### src/rtl/databus_merge_pkg.sv
// Shared definitions for the Versat databus merger: bus field widths/offsets
// and the arbitration FSM state type.
package databus_merge_pkg;

  localparam int DEF_N_MASTERS = 2;
  localparam int DEF_ADDR_W    = 32;
  localparam int DEF_DATA_W    = 32;

  typedef enum logic {ARB = 1'b0, BUSY = 1'b1} state_t;

  // Flattened native-bus request: {valid, addr, wdata, wstrb}, valid at MSB.
  function automatic int strb_w(input int data_w);
    return data_w / 8;
  endfunction

  function automatic int req_w(input int addr_w, input int data_w);
    return 1 + addr_w + data_w + data_w / 8;
  endfunction

  // Flattened native-bus response: {ready, rdata}.
  function automatic int resp_w(input int data_w);
    return 1 + data_w;
  endfunction

  function automatic int wstrb_off();
    return 0;
  endfunction

  function automatic int wdata_off(input int data_w);
    return data_w / 8;
  endfunction

  function automatic int addr_off(input int data_w);
    return data_w + data_w / 8;
  endfunction

  function automatic int valid_off(input int addr_w, input int data_w);
    return addr_w + data_w + data_w / 8;
  endfunction

endpackage

### src/rtl/databus_merge_if.sv
// Native valid/ready bus carrying N lanes packed side by side; lane i of
// each field sits at [i*W +: W].
interface databus_merge_if #(
  parameter int N      = 1,
  parameter int ADDR_W = 32,
  parameter int DATA_W = 32
);
  logic [N-1:0]          valid;
  logic [N*ADDR_W-1:0]   addr;
  logic [N*DATA_W-1:0]   wdata;
  logic [N*DATA_W/8-1:0] wstrb;
  logic [N*DATA_W-1:0]   rdata;
  logic [N-1:0]          ready;

  modport master (output valid, addr, wdata, wstrb, input rdata, ready);
  modport slave  (input valid, addr, wdata, wstrb, output rdata, ready);
endinterface

### src/rtl/databus_merge_rr_arbiter.sv
// Combinational round-robin pick: first requester after ptr_i, wrapping.
module databus_merge_rr_arbiter #(
  parameter int N = 2
) (
  input  logic [N-1:0]         req_i,
  input  logic [$clog2(N)-1:0] ptr_i,
  output logic [N-1:0]         gnt_o,
  output logic [$clog2(N)-1:0] idx_o,
  output logic                 any_o
);
  localparam int IDX_W = $clog2(N);

  logic [IDX_W-1:0] cand;

  always_comb begin
    gnt_o = '0;
    idx_o = '0;
    any_o = 1'b0;
    cand  = '0;
    // k runs 1..N so ptr_i itself is scanned last
    for (int k = 1; k <= N; k++) begin
      cand = IDX_W'((int'(ptr_i) + k) % N);
      if (!any_o && req_i[cand]) begin
        any_o       = 1'b1;
        gnt_o[cand] = 1'b1;
        idx_o       = cand;
      end
    end
  end

endmodule

### src/rtl/databus_merge.sv
// N-to-1 merger of Versat databus masters onto the single L1-cache port:
// round-robin grant, request registered at grant, one transaction in flight.
module databus_merge
  import databus_merge_pkg::*;
#(
  parameter int N_MASTERS = DEF_N_MASTERS,
  parameter int ADDR_W    = DEF_ADDR_W,
  parameter int DATA_W    = DEF_DATA_W
) (
  input  logic                         clk,
  input  logic                         rst,
  databus_merge_if.slave               m,
  databus_merge_if.master              s,
  output logic                         busy,
  output logic [$clog2(N_MASTERS)-1:0] grant_id
);
  localparam int IDX_W  = $clog2(N_MASTERS);
  localparam int STRB_W = DATA_W / 8;

  state_t               state_q, state_d;
  logic [IDX_W-1:0]     ptr_q, ptr_d;
  logic [IDX_W-1:0]     gid_q, gid_d;
  logic [N_MASTERS-1:0] goh_q, goh_d;
  logic [ADDR_W-1:0]    addr_q, addr_d;
  logic [DATA_W-1:0]    wdata_q, wdata_d;
  logic [STRB_W-1:0]    wstrb_q, wstrb_d;

  logic [N_MASTERS-1:0] arb_gnt;
  logic [IDX_W-1:0]     arb_idx;
  logic                 arb_any;

  databus_merge_rr_arbiter #(.N(N_MASTERS)) u_arb (
    .req_i (m.valid),
    .ptr_i (ptr_q),
    .gnt_o (arb_gnt),
    .idx_o (arb_idx),
    .any_o (arb_any)
  );

  always_ff @(posedge clk or negedge rst) begin
    if (!rst) begin
      state_q <= ARB;
      ptr_q   <= IDX_W'(N_MASTERS - 1);
      gid_q   <= '0;
      goh_q   <= '0;
      addr_q  <= '0;
      wdata_q <= '0;
      wstrb_q <= '0;
    end else begin
      state_q <= state_d;
      ptr_q   <= ptr_d;
      gid_q   <= gid_d;
      goh_q   <= goh_d;
      addr_q  <= addr_d;
      wdata_q <= wdata_d;
      wstrb_q <= wstrb_d;
    end
  end

  always_comb begin
    state_d = state_q;
    ptr_d   = ptr_q;
    gid_d   = gid_q;
    goh_d   = goh_q;
    addr_d  = addr_q;
    wdata_d = wdata_q;
    wstrb_d = wstrb_q;
    case (state_q)
      ARB: begin
        if (arb_any) begin
          state_d = BUSY;
          gid_d   = arb_idx;
          goh_d   = arb_gnt;
          addr_d  = m.addr[int'(arb_idx)*ADDR_W +: ADDR_W];
          wdata_d = m.wdata[int'(arb_idx)*DATA_W +: DATA_W];
          wstrb_d = m.wstrb[int'(arb_idx)*STRB_W +: STRB_W];
        end
      end
      BUSY: begin
        // Masters may drop valid here; the registered request still completes
        if (s.ready[0]) begin
          state_d = ARB;
          ptr_d   = gid_q;
        end
      end
      default: state_d = ARB;
    endcase
  end

  assign s.valid[0] = (state_q == BUSY);
  assign s.addr     = addr_q;
  assign s.wdata    = wdata_q;
  assign s.wstrb    = wstrb_q;
  assign busy       = (state_q == BUSY);
  assign grant_id   = gid_q;

  // Completion passes straight through to the granted lane only
  assign m.ready = (state_q == BUSY && s.ready[0]) ? goh_q : '0;
  assign m.rdata = {N_MASTERS{s.rdata}};

endmodule

### src/flat_wrapper.sv
// flat-port wrapper written by rule: the top's interface ports become plain ports
module databus_merge_flat import databus_merge_pkg::*;
#(
  parameter int N_MASTERS = DEF_N_MASTERS,
  parameter int ADDR_W    = DEF_ADDR_W,
  parameter int DATA_W    = DEF_DATA_W
)
  (clk, rst, busy, grant_id, m_valid, m_addr, m_wdata, m_wstrb, m_rdata, m_ready, s_valid, s_addr, s_wdata, s_wstrb, s_rdata, s_ready);
  databus_merge_if #(.N((2)), .ADDR_W(ADDR_W), .DATA_W(DATA_W)) m_i ();
  databus_merge_if #(.N(1), .ADDR_W(ADDR_W), .DATA_W(DATA_W)) s_i ();
  input  logic clk;
  input  logic rst;
  output logic busy;
  output logic [$clog2(N_MASTERS)-1:0] grant_id;
  input wire logic [$bits(m_i.valid)-1:0] m_valid;
  input wire logic [$bits(m_i.addr)-1:0] m_addr;
  input wire logic [$bits(m_i.wdata)-1:0] m_wdata;
  input wire logic [$bits(m_i.wstrb)-1:0] m_wstrb;
  output wire logic [$bits(m_i.rdata)-1:0] m_rdata;
  output wire logic [$bits(m_i.ready)-1:0] m_ready;
  output wire logic [$bits(s_i.valid)-1:0] s_valid;
  output wire logic [$bits(s_i.addr)-1:0] s_addr;
  output wire logic [$bits(s_i.wdata)-1:0] s_wdata;
  output wire logic [$bits(s_i.wstrb)-1:0] s_wstrb;
  input wire logic [$bits(s_i.rdata)-1:0] s_rdata;
  input wire logic [$bits(s_i.ready)-1:0] s_ready;
  assign m_i.valid = m_valid;
  assign m_i.addr = m_addr;
  assign m_i.wdata = m_wdata;
  assign m_i.wstrb = m_wstrb;
  assign m_rdata = m_i.rdata;
  assign m_ready = m_i.ready;
  assign s_valid = s_i.valid;
  assign s_addr = s_i.addr;
  assign s_wdata = s_i.wdata;
  assign s_wstrb = s_i.wstrb;
  assign s_i.rdata = s_rdata;
  assign s_i.ready = s_ready;
  databus_merge #(.N_MASTERS(N_MASTERS), .ADDR_W(ADDR_W), .DATA_W(DATA_W)) u_core (.clk(clk), .rst(rst), .m(m_i), .s(s_i), .busy(busy), .grant_id(grant_id));
endmodule
### config.mk
export PLATFORM = sky130hd
export DESIGN_NAME = databus_merge_flat
export DESIGN_NICKNAME = d
export VERILOG_FILES = /design/src/rtl/databus_merge_pkg.sv /design/src/rtl/databus_merge_if.sv /design/src/rtl/databus_merge_rr_arbiter.sv /design/src/rtl/databus_merge.sv /design/src/flat_wrapper.sv
export SDC_FILE = /design/constraint.sdc
export NUM_CORES = 1
export LEC_CHECK = 0
export CORE_AREA = 2 2 119 121
export DETAILED_ROUTE_END_ITERATION = 6
export DIE_AREA = 0 0 121 123
export GPL_TIMING_DRIVEN = 0
export PLACE_DENSITY = 0.73
export SLEW_MARGIN = 20
export SYNTH_ARGS = -nofsm -noshare
export SYNTH_HDL_FRONTEND = slang
export SYNTH_HIERARCHICAL = 1
export SYNTH_SLANG_ARGS = --single-unit
### constraint.sdc
create_clock -name clk -period 2.1 [get_ports clk]
set_clock_uncertainty 0.1 [all_clocks]
set_input_delay 0.42 -clock clk [delete_from_list [all_inputs] [get_ports clk]]
set_output_delay 0.42 -clock clk [all_outputs]
set_load 0.1 [all_outputs]
### Yosys cells after proc, flatten, opt, wreduce, memory -nomap -nowiden

Cells that the tools add are included.

* register bits after elaboration: 73
* input port bits: 173
* output and inout port bits: 137

* multiplexer cells: 18
* reductions and logical operators: 7
* magnitude comparators: 4
* shifts and indexed selects: 3
* bitwise operators: 2
* $add $sub $neg: 2

Operators with widths (count)
* $shiftx 64x7->32: 2
* $mux 1: 12
* $shiftx 8x4->4: 1
* $mux 2: 3
* $logic_and 1x1->1: 4
* $lt 1x2->1 const B: 2
* $reduce_and 2->1: 2
* $add 1x1->1 const B: 2
* $demux 1 s1: 2
* $ge 1x1->1 const B: 2
* $or 2x2->2: 1
* $pmux 1 s2: 1
* $logic_not 1->1: 1
* $not 1->1: 1

### Longest topological paths before layout

Gate-level depths: netlist of the first run.

* depth in word-level cells: 9
* mapped depth: 6
* gate-level depth less buffers: 3

### Cells and area by module

The synthesis of the first run kept the hierarchy.

By module, submodules not included
* databus_merge: area an instance 4092.7 sq um, instances 1, cells each 300
* databus_merge_rr_arbiter: area an instance 32.5 sq um, instances 1, cells each 5

### Worst setup path before layout of the first run

OpenSTA, ideal clock, no wires.

* path type: register to output
* start point: reg u_core.state_q, in the netlist u_core/busy
* end point: out m_ready[0]
* cell stages (with the launch flop): 2
* path slack: -310 ps
* arrival: 1890 ps
* path buffers: 0
* path through: dfrtp_1 -> and3_1

* longest elaborated chain between the ends: 2

Ends and longest elaborated chain
* from (decl): RTL line databus_merge.sv:20 `state_t state_q, state_d;`
* from (signal assigned): RTL line databus_merge.sv:50 `state_q <= state_d;`
* $logic_and 1x1->1: RTL line databus_merge.sv:98 `assign m.ready = (state_q == BUSY && s.ready[0]) ? goh_q : '0;`
* $mux 2: RTL line databus_merge.sv:98
* to (decl): RTL line flat_wrapper.sv:20 `output wire logic [$bits(m_i.ready)-1:0] m_ready;`

Every way passes these cells.

### Worst setup path in the final report of the first run

* start point: reg u_core.wdata_q[4], in the netlist u_core/s.wdata[4]
* end point: out s_wdata[4]

RTL lines
* from (decl): RTL line databus_merge.sv:25 `logic [DATA_W-1:0] wdata_q, wdata_d;`
* from (signal assigned): RTL line databus_merge.sv:55 `wdata_q <= wdata_d;`
* to (decl): RTL line flat_wrapper.sv:23 `output wire logic [$bits(s_i.wdata)-1:0] s_wdata;`

No word-level cell between the ends.

==> flow_summary.yaml, run 1 <==
job:
  cap_violations: 0
clock_network:
  clock_path_buffers: 2
  clockRootBuffer: "clkbuf_16"
  clock_latency_ns: 0.32
  cts_tree: "built"
  clk_pin_slew_ns: 0.06
  numCtsBuffers: 9
  cts.sink_count: 73
  postCtsSetupRepairBufs: 0
  h-tree-depth: 3
sta:
  period_needed_ns: 2.07
  hold_viol: 0
  rsz0062_at_grt: "true"
  slew_viol_final: 0
  setup_slack_ns: 0.0294
  whs_ns: 0.399
  tightest_slew_ns: 1.01
  setup_tns_ns: 0
  setup_viol: 0
  relSlewSlack: 0.329
  period_share: 0.986
  fmax_mhz: 483
detailed_routing:
  dr.first_iter.drc_count: 36
  drcViolationCount: 0
  drt_wl_total_um: 12600
  drtAntennaViolNets: 0
  via_per_inst: 4.34
  first_pass_iters: 4
  wl_per_cell_um: 16.2
  via_count: 3384
power_and_ir_drop:
  power_mw: 11.5
  p_sw_mw: 6.72
  combPwrFrac: 0.667
  sw_frac_of_total: 0.584
  irDropWorstVdd_uv: 1120
  p_per_area_nw_per_um2: 1570
  seq_power_share: 0.204
  p_leak_nw: 3.30
  power.share.clock: 0.129
  intPower_mw: 4.80
run_status:
  status: "complete, no violations"
layout:
  finalInstanceArea_sq_um: 7340
  diodes: 0
  area_delta_synth_final_pct: 77.9
  layout.cells.non_filler: 780
  final_common_cell: "clkdlybuf4s50_1"
  final_cell_mix: "clkdlybuf4s50_1, mux2_2, dlygate4sd2_1"
  layout.nets: 768
  final_util: 0.539
  drive_above_1_share: 0.417
setup_path:
  worst-path-max-fanout: 2
  crit_type: "reg -> out"
  critPathLaunchType: "flop"
  cp_top_family: "buffers and inverters"
  cpMaxStageDelayCell: "dlygate4sd2_1"
  cp_num_buf_inv: 1
  cpPeakStageDelay_ns: 0.87
  cp.required_ns: 1.58
  critPathArrivalTime_ns: 1.55
  crit_chain: "dlygate4sd2_1"
  worstSetupEndpointType: "output port"
logic_synthesis:
  synth-seq-cells: 73
  avgSynthCellArea_sq_um: 13.5
  yosysSeqAreaShare: 0.443
  syn_inst: 305
  synth_fp_nets: 478
  synth.distinct_cells: 15
  netlist_area_sq_um: 4130
  synth_warnings: 6
place:
  portBuffers: 277
  finalWeightedCongestion: 0.736
  hpwlAfterDp_um: 10200
  place_ws_ns: -0.699
  dp_cells: 763
  dpl_cell_area_sq_um: 7150
grt:
  grt_pass1_wl_um: 18900
  overflow: 0
  grtUsageTotal: 0.164
  grt_pass1_vias: 3559
  grt_max_degree: 44
  antenna_found_initial: 0
floorplan:
  ioPinCount: 310
  initial_utilization: 0.303
  die_w_um: 121
  core_sq_um: 13600
  die_area_sq_um: 14900
  die_h_um: 123
  rows: 43
hold_path:
  hp-class: "reg -> reg"
==> cells by family after synthesis <==
group / Yosys count / share of synthesized area
and+or+nand+nor: 5 / 0.00698
AOI/OAI and AO/OA: 4 / 0.00728
muxes: 140 / 0.399
DFF: 73 / 0.443
buffers and inverters: 83 / 0.144
==> path summary, 6_finish.rpt <==
| path | slack [ns] | to | start | depth (start not counted) |
|---|---|---|---|---|
| setup / recovery | 0.03 | s_wdata[4] | u_core/s.wdata[4] | 1 |
| hold / removal | 0.40 | u_core/s.addr[1] | u_core/s.addr[1] | 1 |
| setup reg to reg | 0.27 | u_core/s.addr[14] | u_core/ptr_q | 6 |
| hold reg to reg | 0.40 | u_core/s.addr[1] | u_core/s.addr[1] | 1 |
| max in group asynchronous | 0.82 | u_core/ptr_q | rst | 3 |
| min in group asynchronous | 0.48 | u_core/s.addr[13] | rst | 2 |
==> layer usage <==
layer	part of all wire	track usage
met5	0	0
met4	0.019	0.0618
met3	0.10	0.0540
met2	0.51	0.296
met1	0.37	0.180
==> power groups by stage <==
stage | clock (mW) | combinational [mW] | sequential [mW]
after detailed placement | 0 | 8.13 | 2.38
after CTS | 1.55 | 7.69 | 2.35
after global placement | 0 | 8.08 | 2.34
after global routing | 1.61 | 7.89 | 2.44
after floorplan | 0 | 1.82 | 6.64
final | 1.49 | 7.68 | 2.35
==> cells in the mapped netlist (all sizes together) <==
cell type	count	area, sq um
or2	1	6.26
buf	81	587
dfstp	1	26.3
a21boi	3	22.5
and3	2	12.5
a21o	1	7.51
nor2b	1	6.26
nand2	1	3.75
inv	2	7.51
dfrtp	72	1800
mux2	140	1640
==> timing repair <==
action,CTS,global route
endpoints found under the hold margin,30,0
resized for setup,157,46
endpoints found under the setup margin,196,99
hold buffers,1,0
==> worst reg2reg max path, delay by kind of cell (launching register included) <==
family	cells	cell delay [ns]
buf+inv	3	0.44
compound gates	1	0.06
flops	1	0.55
mux	2	0.56
==> flip-flops by register name (all words and copies together), names as in the netlist <==
signal           cells
u_core/s.addr       32
u_core/s.wstrb       4
u_core/goh_q         2
u_core/s.wdata      32
u_core/busy          1
u_core/ptr_q         1
u_core/grant_id      1
==> final cells by class <==
cell class | count | area, sq um
clock inverter | 3 | 40.0
fill | 1226 | 6270
sequential | 73 | 1830
clock buffer | 13 | 250
tap | 180 | 225
inverter | 2 | 7.51
buffer | 81 | 627
multi-input combinational | 149 | 1710
timing repair buffer | 279 | 2650
Note: power is estimated with default switching activity, not from simulation.
==> run 2, diff against run 1 <==
- ABC_CLOCK_PERIOD_IN_PS: default -> 2100
- MAX_ROUTING_LAYER: default -> met4
==> flow_summary.yaml, run 2 (synthesized netlist as in run 1, its figures left out) <==
run_status:
  status: "complete, no violations"
setup_path:
  worst-path-max-fanout: 2
  crit_type: "reg -> out"
  crit_cells: 1
  crit_chain: "dlygate4sd2_1"
  worstSetupEndpointType: "output port"
  cpMaxStageDelayCell: "dlygate4sd2_1"
  reg2reg_depth: 6
  critPathArrivalTime_ns: 1.55
  cpPeakStageDelay_ns: 0.87
  cp_top_family: "buffers and inverters"
  cp.required_ns: 1.58
  critPathLaunchType: "flop"
  cp_num_buf_inv: 1
floorplan:
  initial_utilization: 0.303
  die_w_um: 121
  rows: 43
  core_sq_um: 13600
  die_area_sq_um: 14900
  die_h_um: 123
  ioPinCount: 310
layout:
  drive_above_1_share: 0.415
  final_util: 0.540
  final_common_cell: "clkdlybuf4s50_1"
  area_delta_synth_final_pct: 78.1
  final_cell_mix: "clkdlybuf4s50_1, mux2_2, dlygate4sd2_1"
  layout.nets: 768
  diodes: 0
  layout.cells.non_filler: 780
clock_network:
  cts.sink_count: 73
  clk_pin_slew_ns: 0.05
  cts_tree: "built"
  clock_path_buffers: 2
  h-tree-depth: 3
  clockRootBuffer: "clkbuf_16"
  postCtsSetupRepairBufs: 0
  numCtsBuffers: 9
  clock_latency_ns: 0.32
detailed_routing:
  dr.first_iter.drc_count: 35
  via_per_inst: 4.35
  first_pass_iters: 3
  drt_wl_total_um: 12600
  wl_per_cell_um: 16.2
  drtAntennaViolNets: 0
  drcViolationCount: 0
  via_count: 3396
hold_path:
  hp-class: "reg -> reg"
  whs_path_depth: 1
sta:
  fmax_mhz: 483
  slew_viol_final: 0
  period_needed_ns: 2.07
  tightest_slew_ns: 1.01
  whs_ns: 0.399
  setup_viol: 0
  rsz0062_at_grt: "true"
  relSlewSlack: 0.328
  period_share: 0.985
  hold_viol: 0
grt:
  grt_pass1_wl_um: 18800
  grt_pass1_vias: 3568
  overflow: 0
  grtUsageTotal: 0.170
  grt_max_degree: 44
  antenna_found_initial: 0
power_and_ir_drop:
  irDropWorstVdd_uv: 1120
  p_leak_nw: 3.30
  p_per_area_nw_per_um2: 1570
place:
  dp_cells: 763
  portBuffers: 277
  hpwlAfterDp_um: 10200
  finalWeightedCongestion: 0.745
job:
  cap_violations: 0
-- run 2: power breakdown --
group	leakage (nW)	internal [mW]	switching, mW
clock network	0.144	0.949	0.543
registers	0.850	2.03	0.323
logic	2.31	1.83	5.86
total	3.30	4.80	6.73
-- run 2: final cells by class --
cell class	count	area, sq um
Fill cell	1225	6270
Tap cell	180	225
Buffer	81	627
Multi-Input combinational cell	149	1710
Sequential cell	73	1830
Clock buffer	13	250
Clock inverter	3	40.0
Timing Repair Buffer	279	2660
Inverter	2	7.51
-- run 2: per-layer routing --
layer	routed length, um	vias to the layer above	track usage	part of all wire
met3	1120	16	0.0397	0.088
met5	0	-	-	0
met1	4730	1639	0.189	0.37
met2	6560	173	0.297	0.52
li1	-	1568	-	-
met4	229	0	0.0618	0.018
-- run 2: path summary, 6_finish.rpt --
kind | end | slack [ns] | from
min | u_core/s.wdata[17] | 0.40 | u_core/s.wdata[17]
max reg2reg | u_core/s.addr[14] | 0.26 | u_core/ptr_q
max in group asynchronous | u_core/ptr_q | 0.82 | rst
min reg2reg | u_core/s.wdata[17] | 0.40 | u_core/s.wdata[17]
max | s_wdata[4] | 0.03 | u_core/s.wdata[4]
min in group asynchronous | u_core/s.addr[13] | 0.48 | rst
-- run 2: stage by stage --
stage	setup TNS [ns]	cell area, sq um	power (mW)	setup WS (ns)
final	0	7350	11.5	0.0316
after global routing	-0.00419	7350	11.9	-0.00296
after CTS	0	7290	11.6	0.000490
after detailed placement	-30.08	7150	10.5	-0.699
after global placement	-175.22	7130	10.4	-2.30
after floorplan	0	4130	8.46	0.269
-- run 2: timing repair --
| item | CTS | global route |
|---|---|---|
| endpoints found under the hold margin | 30 | 0 |
| hold buffers | 1 | 0 |
| resized for setup | 157 | 45 |
| setup endpoints to repair | 196 | 99 |
| pin swaps | 0 | 0 |
==> run 3, diff against run 2 <==
- GPL_TIMING_DRIVEN: 0 -> 1
- TNS_END_PERCENT: default -> 100
==> flow_summary.yaml, run 3 (synthesized netlist as in run 1, its figures left out) <==
run_status:
  status: "complete, no violations"
clock_network:
  clock_path_buffers: 2
  numCtsBuffers: 9
  clk_pin_slew_ns: 0.06
  cts.sink_count: 73
  postCtsSetupRepairBufs: 0
  cts_resized: 0
  clock_latency_ns: 0.32
  cts_tree: "built"
  clockRootBuffer: "clkbuf_16"
  h-tree-depth: 3
grt:
  grt_pass1_vias: 3024
  grt_max_degree: 42
  grtUsageTotal: 0.147
  antenna_found_initial: 0
  grt_pass1_wl_um: 16200
  overflow: 0
detailed_routing:
  dr.first_iter.drc_count: 87
  first_pass_iters: 4
  drtAntennaViolNets: 0
  drcViolationCount: 0
  wl_per_cell_um: 17.2
  drt_wl_total_um: 11000
  via_per_inst: 4.39
  via_count: 2811
power_and_ir_drop:
  p_per_area_nw_per_um2: 1820
  p_sw_mw: 6.26
  power_mw: 11.4
  intPower_mw: 5.15
  sw_frac_of_total: 0.549
  combPwrFrac: 0.635
  irDropWorstVdd_uv: 1040
  p_leak_nw: 2.67
  power.share.clock: 0.154
  seq_power_share: 0.211
layout:
  final_cell_mix: "clkdlybuf4s50_1, mux2_2, dfrtp_1"
  final_common_cell: "clkdlybuf4s50_1"
  layout.nets: 629
  layout.cells.non_filler: 640
  drive_above_1_share: 0.526
  area_delta_synth_final_pct: 52.1
  diodes: 0
  n_fill_cell: 1240
place:
  dp_cells: 624
  hpwlAfterDp_um: 8690
  portBuffers: 213
  place_ws_ns: -0.199
  finalWeightedCongestion: 0.665
setup_path:
  crit_type: "in -> reg"
  cp_top_family: "buffers and inverters"
  critPathLaunchType: "input port"
  cpMaxStageDelayCell: "clkdlybuf4s50_1"
  regToRegStartpoint: "u_core/ptr_q"
  reg2reg_depth: 4
  cp_num_buf_inv: 2
  cp.required_ns: 2.20
  regToRegSetupSlack_ns: 0.35
  worstReg2RegEnd: "u_core/s.addr[7]"
  crit_chain: "clkdlybuf4s50_1 -> a21boi_4 -> buf_12 -> mux2_2 -> mux2_2"
  worstSetupEndpointType: "flop"
  critPathMostFrequentCell: "mux2_2"
  worst-path-max-fanout: 36
  cpPeakStageDelay_ns: 0.48
  startpoint: "m_valid[1]"
  critPathArrivalTime_ns: 2.06
floorplan:
  ioPinCount: 310
  rows: 43
  initial_utilization: 0.303
  die_w_um: 121
  core_sq_um: 13600
  die_h_um: 123
  die_area_sq_um: 14900
job:
  cap_violations: 0
sta:
  rsz0062_at_grt: "false"
  hold_viol: 0
  setup_tns_ns: 0
  setup_slack_ns: 0.139
  relSlewSlack: 0.695
  period_share: 0.934
  period_needed_ns: 1.96
  tightest_slew_ns: 0.458
  fmax_mhz: 510
  slew_viol_final: 0
  setup_viol: 0
  whs_ns: 0.405
hold_path:
  hp-class: "reg -> reg"
  hold_start: "u_core/s.wdata[15]"
  min_to: "u_core/s.wdata[15]"
  whs_path_depth: 1
run 3: power groups by stage:
stage | Sequential [mW] | Clock (mW) | Combinational [mW]
finish | 2.41 | 1.76 | 7.24
floorplan | 6.64 | 0 | 1.82
global route | 2.50 | 1.88 | 7.44
CTS | 2.42 | 1.81 | 7.30
global placement | 2.41 | 0 | 7.25
detailed placement | 2.43 | 0 | 7.30
run 3: worst max-delay path by stage:
stage / endpoint / slack [ns] / cells after the start
floorplan: m_ready[0] / 0.27 / 1
CTS: u_core/s.addr[7] / 0.15 / 5
global placement: u_core/s.wdata[30] / -0.15 / 5
detailed placement: u_core/s.addr[2] / -0.20 / 5
global route: u_core/s.addr[3] / 0.09 / 5
finish: u_core/s.addr[7] / 0.14 / 5
run 3: layer usage:
| layer | share of wire | vias up | wire length [um] | global-route usage |
|---|---|---|---|---|
| met4 | 0.012 | 0 | 133 | 0.0400 |
| met3 | 0.11 | 12 | 1210 | 0.0613 |
| met2 | 0.52 | 179 | 5670 | 0.249 |
| li1 | - | 1303 | - | - |
| met5 | 0 | - | 0 | - |
| met1 | 0.36 | 1317 | 3980 | 0.160 |
run 3: stage by stage:
stage           util  instance area, sq um
2_1_floorplan      -                  4130
3_3_place_gp   0.435                  5920
3_5_place_dp   0.435                  5920
4_1_cts        0.461                  6280
5_1_grt        0.461                  6280
6_report       0.461                  6280
run 3: what timing repair did:
action | CTS | global route
hold endpoints to repair | 32 | 0
endpoints found under the setup margin | 0 | 0
hold buffers | 1 | 0
run 3: layout make-up:
cell class | count | area [sq um] | area share
clock buffers | 10 | 239 | 0.0381
clock inverters | 5 | 104 | 0.0165
inverters | 2 | 7.51 | 0.00120
multi-input cells | 149 | 1720 | 0.275
flip-flops and latches | 73 | 1830 | 0.291
well taps | 180 | 225 | 0.0359
repair buffers | 221 | 2150 | 0.342
